--- src/rtl/imem_boot_loader_if.sv ---
// Host byte stream + instruction-memory write port + load status of imem_boot_loader.
// slave = loader side, master = host/memory side.
interface imem_boot_loader_if #(
  parameter int MEM_SIZE = 16384
);
  localparam int ADDR_SIZE = $clog2(MEM_SIZE);

  logic                 Load_Start;
  logic [7:0]           Rx_Data;
  logic                 Rx_Valid;
  logic                 Rx_Ready;
  logic                 Mem_Wr_En;
  logic [ADDR_SIZE-1:0] Mem_Wr_Addr;
  logic [31:0]          Mem_Wr_Data;
  logic                 Core_Hold;
  logic                 Load_Done;
  logic                 Load_Error;
  logic [ADDR_SIZE:0]   Word_Count;

  modport slave (
    input  Load_Start, Rx_Data, Rx_Valid,
    output Rx_Ready, Mem_Wr_En, Mem_Wr_Addr, Mem_Wr_Data,
           Core_Hold, Load_Done, Load_Error, Word_Count
  );

  modport master (
    output Load_Start, Rx_Data, Rx_Valid,
    input  Rx_Ready, Mem_Wr_En, Mem_Wr_Addr, Mem_Wr_Data,
           Core_Hold, Load_Done, Load_Error, Word_Count
  );
endinterface

--- src/rtl/imem_boot_loader.sv ---
// Byte-stream instruction memory loader: LE word count, then LE words, hart held during load.
// Optional trailing mod-256 checksum byte when CHECKSUM_EN is defined.
module imem_boot_loader #(
  parameter int DWIDTH         = 32,
  parameter int MEM_SIZE       = 16384,
  parameter int TIMEOUT_CYCLES = 65536
) (
  input  logic Clk_Core,
  input  logic Rst_Core_N,
  imem_boot_loader_if.slave bus
);
  localparam int ADDR_SIZE = $clog2(MEM_SIZE);
  localparam int TW        = $clog2(TIMEOUT_CYCLES + 1);

  typedef enum logic [2:0] {
    S_IDLE,
    S_LEN,
    S_DATA,
`ifdef CHECKSUM_EN
    S_CHK,
`endif
    S_DONE,
    S_ERR
  } state_e;

  state_e               state_q, state_d;
  logic [1:0]           bcnt_q, bcnt_d;
  logic [ADDR_SIZE:0]   len_q, len_d;
  logic [DWIDTH-1:0]    word_q, word_d, word_nx;
  logic [ADDR_SIZE:0]   wc_q, wc_d, wc_inc;
  logic [TW-1:0]        to_q, to_d;
  logic                 wr_en_q, wr_en_d;
  logic [ADDR_SIZE-1:0] wr_addr_q, wr_addr_d;
  logic [31:0]          wr_data_q, wr_data_d;
  logic                 hold_q, done_q, done_d, err_q, err_d;
  logic                 busy, accept, fin;
`ifdef CHECKSUM_EN
  logic [7:0]           sum_q, sum_d;
`endif

  assign busy   = (state_q == S_LEN) || (state_q == S_DATA)
`ifdef CHECKSUM_EN
               || (state_q == S_CHK)
`endif
               ;
  assign accept = bus.Rx_Valid && busy;
  assign wc_inc = wc_q + (ADDR_SIZE+1)'(1);

  always_comb begin
    state_d   = state_q;
    bcnt_d    = bcnt_q;
    len_d     = len_q;
    word_d    = word_q;
    wc_d      = wc_q;
    to_d      = to_q;
    wr_en_d   = 1'b0;
    wr_addr_d = wr_addr_q;
    wr_data_d = wr_data_q;
    done_d    = done_q;
    err_d     = err_q;
    fin       = 1'b0;
`ifdef CHECKSUM_EN
    sum_d     = sum_q;
`endif
    word_nx   = word_q;
    word_nx[{bcnt_q, 3'b000} +: 8] = bus.Rx_Data;
    if (busy) to_d = accept ? '0 : to_q + TW'(1);

    unique case (state_q)
      S_IDLE, S_DONE, S_ERR: begin
        if (bus.Load_Start) begin
          state_d = S_LEN;
          done_d  = 1'b0;
          err_d   = 1'b0;
          wc_d    = '0;
          bcnt_d  = '0;
          to_d    = '0;
`ifdef CHECKSUM_EN
          sum_d   = '0;
`endif
        end
      end
      S_LEN: begin
        if (accept) begin
          word_d = word_nx;
          bcnt_d = bcnt_q + 2'd1;
          if (bcnt_q == 2'd3) begin
            len_d = word_nx[ADDR_SIZE:0];
            if (word_nx == '0) fin = 1'b1;
            else if (word_nx > DWIDTH'(MEM_SIZE)) begin
              state_d = S_ERR;
              err_d   = 1'b1;
            end else state_d = S_DATA;
          end
        end
      end
      S_DATA: begin
        if (accept) begin
          word_d = word_nx;
          bcnt_d = bcnt_q + 2'd1;
`ifdef CHECKSUM_EN
          sum_d  = sum_q + bus.Rx_Data;
`endif
          // The word is registered here so the strobe lands the cycle after the 4th byte.
          if (bcnt_q == 2'd3) begin
            wr_en_d   = 1'b1;
            wr_addr_d = wc_q[ADDR_SIZE-1:0];
            wr_data_d = word_nx;
            wc_d      = wc_inc;
            if (wc_inc == len_q) fin = 1'b1;
          end
        end
      end
`ifdef CHECKSUM_EN
      S_CHK: begin
        if (accept) begin
          if (bus.Rx_Data == sum_q) begin
            state_d = S_DONE;
            done_d  = 1'b1;
          end else begin
            state_d = S_ERR;
            err_d   = 1'b1;
          end
        end
      end
`endif
      default: state_d = S_IDLE;
    endcase

    if (fin) begin
`ifdef CHECKSUM_EN
      state_d = S_CHK;
`else
      state_d = S_DONE;
      done_d  = 1'b1;
`endif
    end

    // A stalled partial word is simply dropped; nothing is written on timeout.
    if (busy && !accept && to_q == TW'(TIMEOUT_CYCLES - 1)) begin
      state_d = S_ERR;
      err_d   = 1'b1;
    end
  end

  always_ff @(posedge Clk_Core) begin
    if (!Rst_Core_N) begin
      state_q   <= S_IDLE;
      bcnt_q    <= '0;
      len_q     <= '0;
      word_q    <= '0;
      wc_q      <= '0;
      to_q      <= '0;
      wr_en_q   <= 1'b0;
      wr_addr_q <= '0;
      wr_data_q <= '0;
      hold_q    <= 1'b0;
      done_q    <= 1'b0;
      err_q     <= 1'b0;
`ifdef CHECKSUM_EN
      sum_q     <= '0;
`endif
    end else begin
      state_q   <= state_d;
      bcnt_q    <= bcnt_d;
      len_q     <= len_d;
      word_q    <= word_d;
      wc_q      <= wc_d;
      to_q      <= to_d;
      wr_en_q   <= wr_en_d;
      wr_addr_q <= wr_addr_d;
      wr_data_q <= wr_data_d;
      hold_q    <= busy || (state_q == S_ERR);
      done_q    <= done_d;
      err_q     <= err_d;
`ifdef CHECKSUM_EN
      sum_q     <= sum_d;
`endif
    end
  end

  assign bus.Rx_Ready    = busy;
  assign bus.Mem_Wr_En   = wr_en_q;
  assign bus.Mem_Wr_Addr = wr_addr_q;
  assign bus.Mem_Wr_Data = wr_data_q;
  assign bus.Core_Hold   = hold_q;
  assign bus.Load_Done   = done_q;
  assign bus.Load_Error  = err_q;
  assign bus.Word_Count  = wc_q;
endmodule
--- src/flat_wrapper.sv ---
// flat-port wrapper written by rule: the top's interface ports become plain ports
module imem_boot_loader_flat 
#(
  parameter int DWIDTH         = 32,
  parameter int MEM_SIZE       = 16384,
  parameter int TIMEOUT_CYCLES = 65536
)
  (Clk_Core, Rst_Core_N, bus_Load_Start, bus_Rx_Data, bus_Rx_Valid, bus_Rx_Ready, bus_Mem_Wr_En, bus_Mem_Wr_Addr, bus_Mem_Wr_Data, bus_Core_Hold, bus_Load_Done, bus_Load_Error, bus_Word_Count);
  imem_boot_loader_if #(.MEM_SIZE(MEM_SIZE)) bus_i ();
  input  logic Clk_Core;
  input  logic Rst_Core_N;
  input wire logic [$bits(bus_i.Load_Start)-1:0] bus_Load_Start;
  input wire logic [$bits(bus_i.Rx_Data)-1:0] bus_Rx_Data;
  input wire logic [$bits(bus_i.Rx_Valid)-1:0] bus_Rx_Valid;
  output wire logic [$bits(bus_i.Rx_Ready)-1:0] bus_Rx_Ready;
  output wire logic [$bits(bus_i.Mem_Wr_En)-1:0] bus_Mem_Wr_En;
  output wire logic [$bits(bus_i.Mem_Wr_Addr)-1:0] bus_Mem_Wr_Addr;
  output wire logic [$bits(bus_i.Mem_Wr_Data)-1:0] bus_Mem_Wr_Data;
  output wire logic [$bits(bus_i.Core_Hold)-1:0] bus_Core_Hold;
  output wire logic [$bits(bus_i.Load_Done)-1:0] bus_Load_Done;
  output wire logic [$bits(bus_i.Load_Error)-1:0] bus_Load_Error;
  output wire logic [$bits(bus_i.Word_Count)-1:0] bus_Word_Count;
  assign bus_i.Load_Start = bus_Load_Start;
  assign bus_i.Rx_Data = bus_Rx_Data;
  assign bus_i.Rx_Valid = bus_Rx_Valid;
  assign bus_Rx_Ready = bus_i.Rx_Ready;
  assign bus_Mem_Wr_En = bus_i.Mem_Wr_En;
  assign bus_Mem_Wr_Addr = bus_i.Mem_Wr_Addr;
  assign bus_Mem_Wr_Data = bus_i.Mem_Wr_Data;
  assign bus_Core_Hold = bus_i.Core_Hold;
  assign bus_Load_Done = bus_i.Load_Done;
  assign bus_Load_Error = bus_i.Load_Error;
  assign bus_Word_Count = bus_i.Word_Count;
  imem_boot_loader #(.DWIDTH(DWIDTH), .MEM_SIZE(MEM_SIZE), .TIMEOUT_CYCLES(TIMEOUT_CYCLES)) u_core (.Clk_Core(Clk_Core), .Rst_Core_N(Rst_Core_N), .bus(bus_i));
endmodule
--- config.mk ---
export PLATFORM = sky130hd
export DESIGN_NAME = imem_boot_loader_flat
export DESIGN_NICKNAME = d
export VERILOG_FILES = /design/src/rtl/imem_boot_loader_if.sv /design/src/rtl/imem_boot_loader.sv /design/src/flat_wrapper.sv
export SDC_FILE = /design/constraint.sdc
export NUM_CORES = 1
export LEC_CHECK = 0
export CAP_MARGIN = 0
export CELL_PAD_IN_SITES_DETAIL_PLACEMENT = 0
export CELL_PAD_IN_SITES_GLOBAL_PLACEMENT = 2
export CORE_ASPECT_RATIO = 1.1
export CORE_MARGIN = 8
export CORE_UTILIZATION = 37
export DETAILED_ROUTE_END_ITERATION = 6
export HOLD_SLACK_MARGIN = 0.03
export PLACE_DENSITY_LB_ADDON = 0.1
export SLEW_MARGIN = 30
export SYNTH_ARGS = -nofsm -noshare
export SYNTH_HDL_FRONTEND = slang
export SYNTH_SLANG_ARGS = --single-unit
export TNS_END_PERCENT = 100
--- constraint.sdc ---
create_clock -name Clk_Core -period 7 [get_ports Clk_Core]
set_clock_uncertainty 0.2 [all_clocks]
set_input_delay 0.7 -clock Clk_Core [delete_from_list [all_inputs] [get_ports Clk_Core]]
set_output_delay 0.7 -clock Clk_Core [all_outputs]
set_load 0.01 [all_outputs]
; ---- Yosys cells after proc, flatten, opt, wreduce, memory -nomap -nowiden
; Cells that the tools add are included.
[word_totals]
romBits = 0
latch_bits = 0
memories = 0
output_inout_bits = 66
in_bits = 12
mem_bits_rw = 0
reg_bits = 134
[op_classes]
mul = 0
shift = 2
add_sub_neg = 4
n_eq_ne = 26
bitwise_logic = 1
div_mod_pow = 0
magnitude_cmp = 1
mux = 37
reduce_logical = 26
[ops]
columns = operator, count
row1 = 17-bit two-way mux, 4
row2 = 15-bit two-way mux, 3
row3 = 32-bit bitwise mux, 1
row4 = "32-bit by 15-bit greater-than comparator with 1-bit output, second input constant", 1
row5 = 32-bit zero test, 1
row6 = "8-bit by 7-bit variable shift with 32-bit output, first input constant", 1
row7 = 8-bit by 7-bit variable part select with 32-bit output, 1
row8 = 15-bit one-hot mux with 2 select lines, 1
row9 = 3-bit two-way mux, 7
row10 = "3-bit by 2-bit != test with 1-bit output, second input constant", 6
row11 = "17-bit by 1-bit adder with 17-bit output, second input constant", 1
row12 = "17-bit by 16-bit equality test with 1-bit output, second input constant", 1
row13 = "15-bit by 1-bit adder with 15-bit output, second input constant", 1
row14 = 15-bit equality test, 1
row15 = 1-bit two-way mux, 15
row16 = 3-bit AND reduction, 4
row17 = 5-bit AND reduction, 2
row18 = "3-bit != test, second input constant", 3
row19 = 3-bit one-hot mux with 3 select lines, 1
row20 = "4-bit by 2-bit != test with 1-bit output, second input constant", 2
row21 = "4-bit by 3-bit != test with 1-bit output, second input constant", 2
row22 = 2-bit nonzero test, 4
row23 = 5-bit negator with 7-bit output, 1
row24 = "3-bit by 2-bit equality test with 1-bit output, second input constant", 2
row25 = 21 further kinds, 31

; ---- Depth between registers and ports, before layout
[depth]
depth_word = 11
ltp_mapped = 10

; ---- Least setup slack after synthesis
; Ideal clock, no wire load.
[synth_path]
path_type = in2reg
start = input bus_Rx_Data[4]
end = register u_core.state_q[1]
path_buffers = 0
slack_ns = 4.157
cell_stages = 7
arrival_ns = 2.521
required_ns = 6.678
path_cell_list = or4_4 -> or3_1 -> a211oi_2 -> nand4_2 -> nor3_1 -> nor3_1 -> o311a_1
[synth_via]
elab_chain_cells = 9
[synth_rtl]
columns = item, line
row1 = "start, declared", flat_wrapper.sv:13  ; input wire logic [$bits(bus_i.Rx_Data)-1:0] bus_Rx_Data;
row2 = 8-bit by 7-bit variable part select with 32-bit output *, imem_boot_loader.sv:66  ; word_nx[{bcnt_q, 3'b000} +: 8] = bus.Rx_Data;
row3 = 32-bit bitwise mux *, imem_boot_loader.sv:66
row4 = 32-bit by 15-bit greater-than comparator with 1-bit output / 32-bit zero test (equally long branches), "imem_boot_loader.sv:90, imem_boot_loader.sv:89"
row5 = 3-bit two-way mux / 1-bit two-way mux (equally long branches), "imem_boot_loader.sv:90, imem_boot_loader.sv:89"
row6 = 3-bit two-way mux / 1-bit two-way mux (equally long branches), "imem_boot_loader.sv:89, imem_boot_loader.sv:87"
row7 = 3-bit two-way mux / 1-bit two-way mux (equally long branches), "imem_boot_loader.sv:87, imem_boot_loader.sv:84"
row8 = 3-bit two-way mux / 1-bit one-hot mux with 2 select lines (equally long branches), "imem_boot_loader.sv:84, imem_boot_loader.sv:69"
row9 = "3-bit one-hot mux with 3 select lines, or another cell as far along", imem_boot_loader.sv:69  ; unique case (state_q)
row10 = 3-bit two-way mux / 5-bit AND reduction (equally long branches), --
row11 = "end signal, assigned", imem_boot_loader.sv:164  ; state_q <= state_d;
row12 = "end, declared", imem_boot_loader.sv:26  ; state_e state_q, state_d;
; Every way passes the cells marked *; elsewhere a longest branch is shown, timed or not. The select of a mux whose other input is x is not followed.
; A chain may end at the register's enable or synchronous reset.

; ---- Worst setup path in the final report
[layout_path]
start = register u_core.wc_q[0] (netlist: u_core.bus.Word_Count[0])
end = register u_core.state_q[1]
[layout_via]
elab_chain_cells = 8
[layout_rtl]
columns = item, line
row1 = "start, declared", imem_boot_loader.sv:30  ; logic [ADDR_SIZE:0] wc_q, wc_d, wc_inc;
row2 = "start signal, assigned", imem_boot_loader.sv:168  ; wc_q <= wc_d;
row3 = 15-bit by 1-bit adder with 15-bit output *, imem_boot_loader.sv:47  ; assign wc_inc = wc_q + (ADDR_SIZE+1)'(1);
row4 = 15-bit equality test *, imem_boot_loader.sv:110  ; if (wc_inc == len_q) fin = 1'b1;
row5 = 1-bit two-way mux *, imem_boot_loader.sv:110
row6 = 1-bit two-way mux *, imem_boot_loader.sv:105  ; if (bcnt_q == 2'd3) begin
row7 = 1-bit two-way mux *, imem_boot_loader.sv:98  ; if (accept) begin
row8 = 1-bit one-hot mux with 2 select lines *, imem_boot_loader.sv:69
row9 = "3-bit by 1-bit != test with 1-bit output (no line), or another cell as far along", --
row10 = 5-bit AND reduction (no line), --
; Every way passes the cells marked *; elsewhere a longest branch is shown, timed or not.

==> impl_results.md <==
- Die width: 143 um
- Crit Reg-Reg Startpoint: u_core.bus.Word_Count[0]
- Post-DRT Antenna Nets: 0
- Worst r2r dst: u_core.state_q[1]
- Top FF cell, synth: dfxtp_1
- Setup crit end kind: flop
- Ports: 78
- Routed len/inst: around 17 um
- Pin count of the biggest net entering global routing: 80
- RSZ-0062 raised after global routing: false
- Detail Placement HPWL: 12500 um
- Hold buffer count at CTS: 0
- Post-synth top area share: 41.2%
- Final std cells w/o fill: 1055
- GRT Resource Usage Total: 16.8%
- Worst Hold Class: reg2reg
- Post-synthesis async set-or-reset flop share: 0%
- Die Y: 155 um
- Hold Worst Slack: 0.259 ns
- Final Hold Fails: 0
- TritonCTS clock tree: done
- Worst-path clk slew: 0.06 ns
- Pleak: 3.41 nW
- Status: completed
- Starting DRT DRC Count: about 470
- Post-synth EDFFs: 0
- WS Path Type: reg2reg
- Cell Pwr Density: 232 nW/um2
- First-pass GRT wire length: 29800 um
- Antenna fix cells: 0
- P&R area growth vs syn: 23.1%
- Max VDD drop: 0.157 mV
- Most common cell after layout, fill and taps aside: dfxtp_1
- # rows: 51
- Synth cell types: 66
- Number of remaining DRC errors: 0
- Core ar.: roughly 17000 um2
- Placement Setup Slack: 3.30 ns
- Final Worst Setup Slack: 3.62 ns
- Fin Setup TNS: 0 ns
- Routed WL: 18200 um
- Initial antenna violation count: 0
- Tightest Pin Transition: roughly 0.83 ns
- Vias per inst: 5.39
- Die area: 22100 um2
- Total gr overflow: 0
- Number of global-route vias before repair: 5566
- Vias: about 5700
- Worst Path Arrival: 3.53 ns
- Worst setup SP type: flop
- Dpl cells: 1024
- Htree depth: 4
- Maxcap violations: 0
- Slew HR: 44.8%
- Final period util: 48.3%
- Share of layout cells above drive strength 1: 6.12%
- Mapped Area: 6510 um2
- Fillers: 1766
- Hold path cells: 2
- Fin crit period: 3.38 ns
- PortBufs: 77
- Total power draw: 0.00186 W
- Resize count post-CTS: 0
- Setup violators final: 0
- Synth warn: 0
- Largest area contributor in the netlist: dfxtp_1
- GPL Wtd Cong: 0.819
- Initial core utilization: 37.3%
- Nets: 826
- Worst skew pair latency: about 0.42 ns
- Required time of the worst setup path: between 7 and 8 ns
- Number of iterations in the first detailed-routing pass: 5
- Clock Tree Root: clkbuf_16
- Post CTS Setup Buffer Count: 0
- Reg2Reg Setup Slack: between 3 and 4 ns
- Highest-count cells in the layout ignoring fill and taps: dfxtp_1, nand2_1, clkdlybuf4s50_1
- Dominant cells by area after synthesis: dfxtp_1, o211a_1, nand2_1
- CTS Sinks: roughly 130
- Synthesized flop and latch total: 134
- Mapped Nets: approximately 800
- Sequential area share after synthesis: 41.2%
- Synth Area per Inst: 8.56 um2
- Hold EP: u_core.bus.Mem_Wr_Addr[3]
- Reg2Reg Depth: 8
- Max-slew violations: 0
- Crit Path Max Fanout: 11
- Clk buf depth: 2
- Cell count after synthesis: 761
- Cts bufs inserted: 17
- Critical hold path startpoint: u_core.bus.Mem_Wr_Addr[3]
- Fmax: 0.296 GHz
[critical path, stage by stage, from the launching register on]
cell and delay [ns]:
dfxtp_1 0.54, ha_1 0.45, nand4_1 0.23, nor3_1 0.41
xnor2_1 0.13, a2111o_1 0.37, a2111oi_0 0.50, o32a_1 0.29
o311a_1 0.20
[area by class of cell]
| cell class | count | area (um2) | share of cell area [%] |
|---|---|---|---|
| multi-input cells | 559 | 3570 | 44.5 |
| inverters | 10 | 37.5 | 0.468 |
| clock buffers | 19 | 443 | 5.52 |
| clock inverters | 12 | 179 | 2.23 |
| well taps | 238 | 298 | 3.71 |
| flip-flops and latches | 134 | 2680 | 33.4 |
| repair buffers | 83 | 813 | 10.1 |
[how the worst max path moves through the flow]
stage | start | endpoint | cells past startpoint
final | u_core.bus.Word_Count[0] | u_core.state_q[1] | 8
after global routing | u_core.bus.Word_Count[0] | u_core.state_q[1] | 8
after CTS | u_core.bus.Word_Count[0] | u_core.state_q[1] | 8
after detailed placement | bus_Rx_Data[4] | u_core.state_q[1] | 8
after global placement | bus_Rx_Data[4] | u_core.state_q[2] | 8
after floorplan | bus_Rx_Data[4] | u_core.state_q[1] | 7
[per-layer routing]
layer	wire, um	up-vias	share of wire (%)	GRT usage (%)
li1	-	2818	-	-
met4	278	0	1.5	5.67
met5	0	-	0	0
met1	8670	2709	48	22.1
met2	8390	139	46	26.4
met3	823	18	4.5	3.83
[sequential cells by signal, indices dropped and copies added, names as in the netlist]
name,cells
u_core.bus.Load_Error,1
u_core.bcnt_q,2
u_core.bus.Load_Done,1
u_core.len_q,15
u_core.bus.Mem_Wr_Addr,14
u_core.word_q,32
u_core.bus.Mem_Wr_Data,32
u_core.to_q,17
u_core.bus.Mem_Wr_En,1
u_core.state_q,3
u_core.bus.Core_Hold,1
u_core.bus.Word_Count,15
[synth_stat cells (all sizes together) (4+ instances only)]
| library cell | instances |
|---|---|
| inv | 9 |
| o21ai | 24 |
| a21boi | 25 |
| o211a | 60 |
| nor2 | 46 |
| nand4 | 12 |
| nand2 | 119 |
| xor2 | 15 |
| nor2b | 27 |
| nor3 | 19 |
| nor3b | 11 |
| ha | 9 |
| nand3b | 4 |
| clkbuf | 43 |
| a221oi | 10 |
| dfxtp | 134 |
| or3 | 9 |
| buf | 14 |
| a21oi | 31 |
| and3 | 9 |
| nor4 | 8 |
| nand3 | 19 |
| xnor2 | 18 |
| and2 | 12 |
| nand2b | 6 |
| a22oi | 20 |
| a21o | 4 |
[stage by stage]
step | utilization, % | cell area [um2]
after floorplan | - | 6510
after global placement | 42.3 | 7390
after detailed placement | 42.3 | 7400
after CTS | 45.9 | 8020
after global routing | 45.9 | 8020
final | 45.9 | 8020
[logic make-up after synthesis]
family | share of synthesized area (%)
compound gates | 24.1
xor+xnor | 4.44
fa+ha+maj | 1.73
buf+inv | 4.26
flops | 41.2
mux | 0.327
simple gates | 24.0
[report_power, final]
group	internal (W)	switching, W
Clock	0.000604	0.000345
Combinational	0.0000479	0.0000803
Sequential	0.000774	0.0000103
Total	0.00143	0.000435
Note: power is estimated with default switching activity, not from simulation.
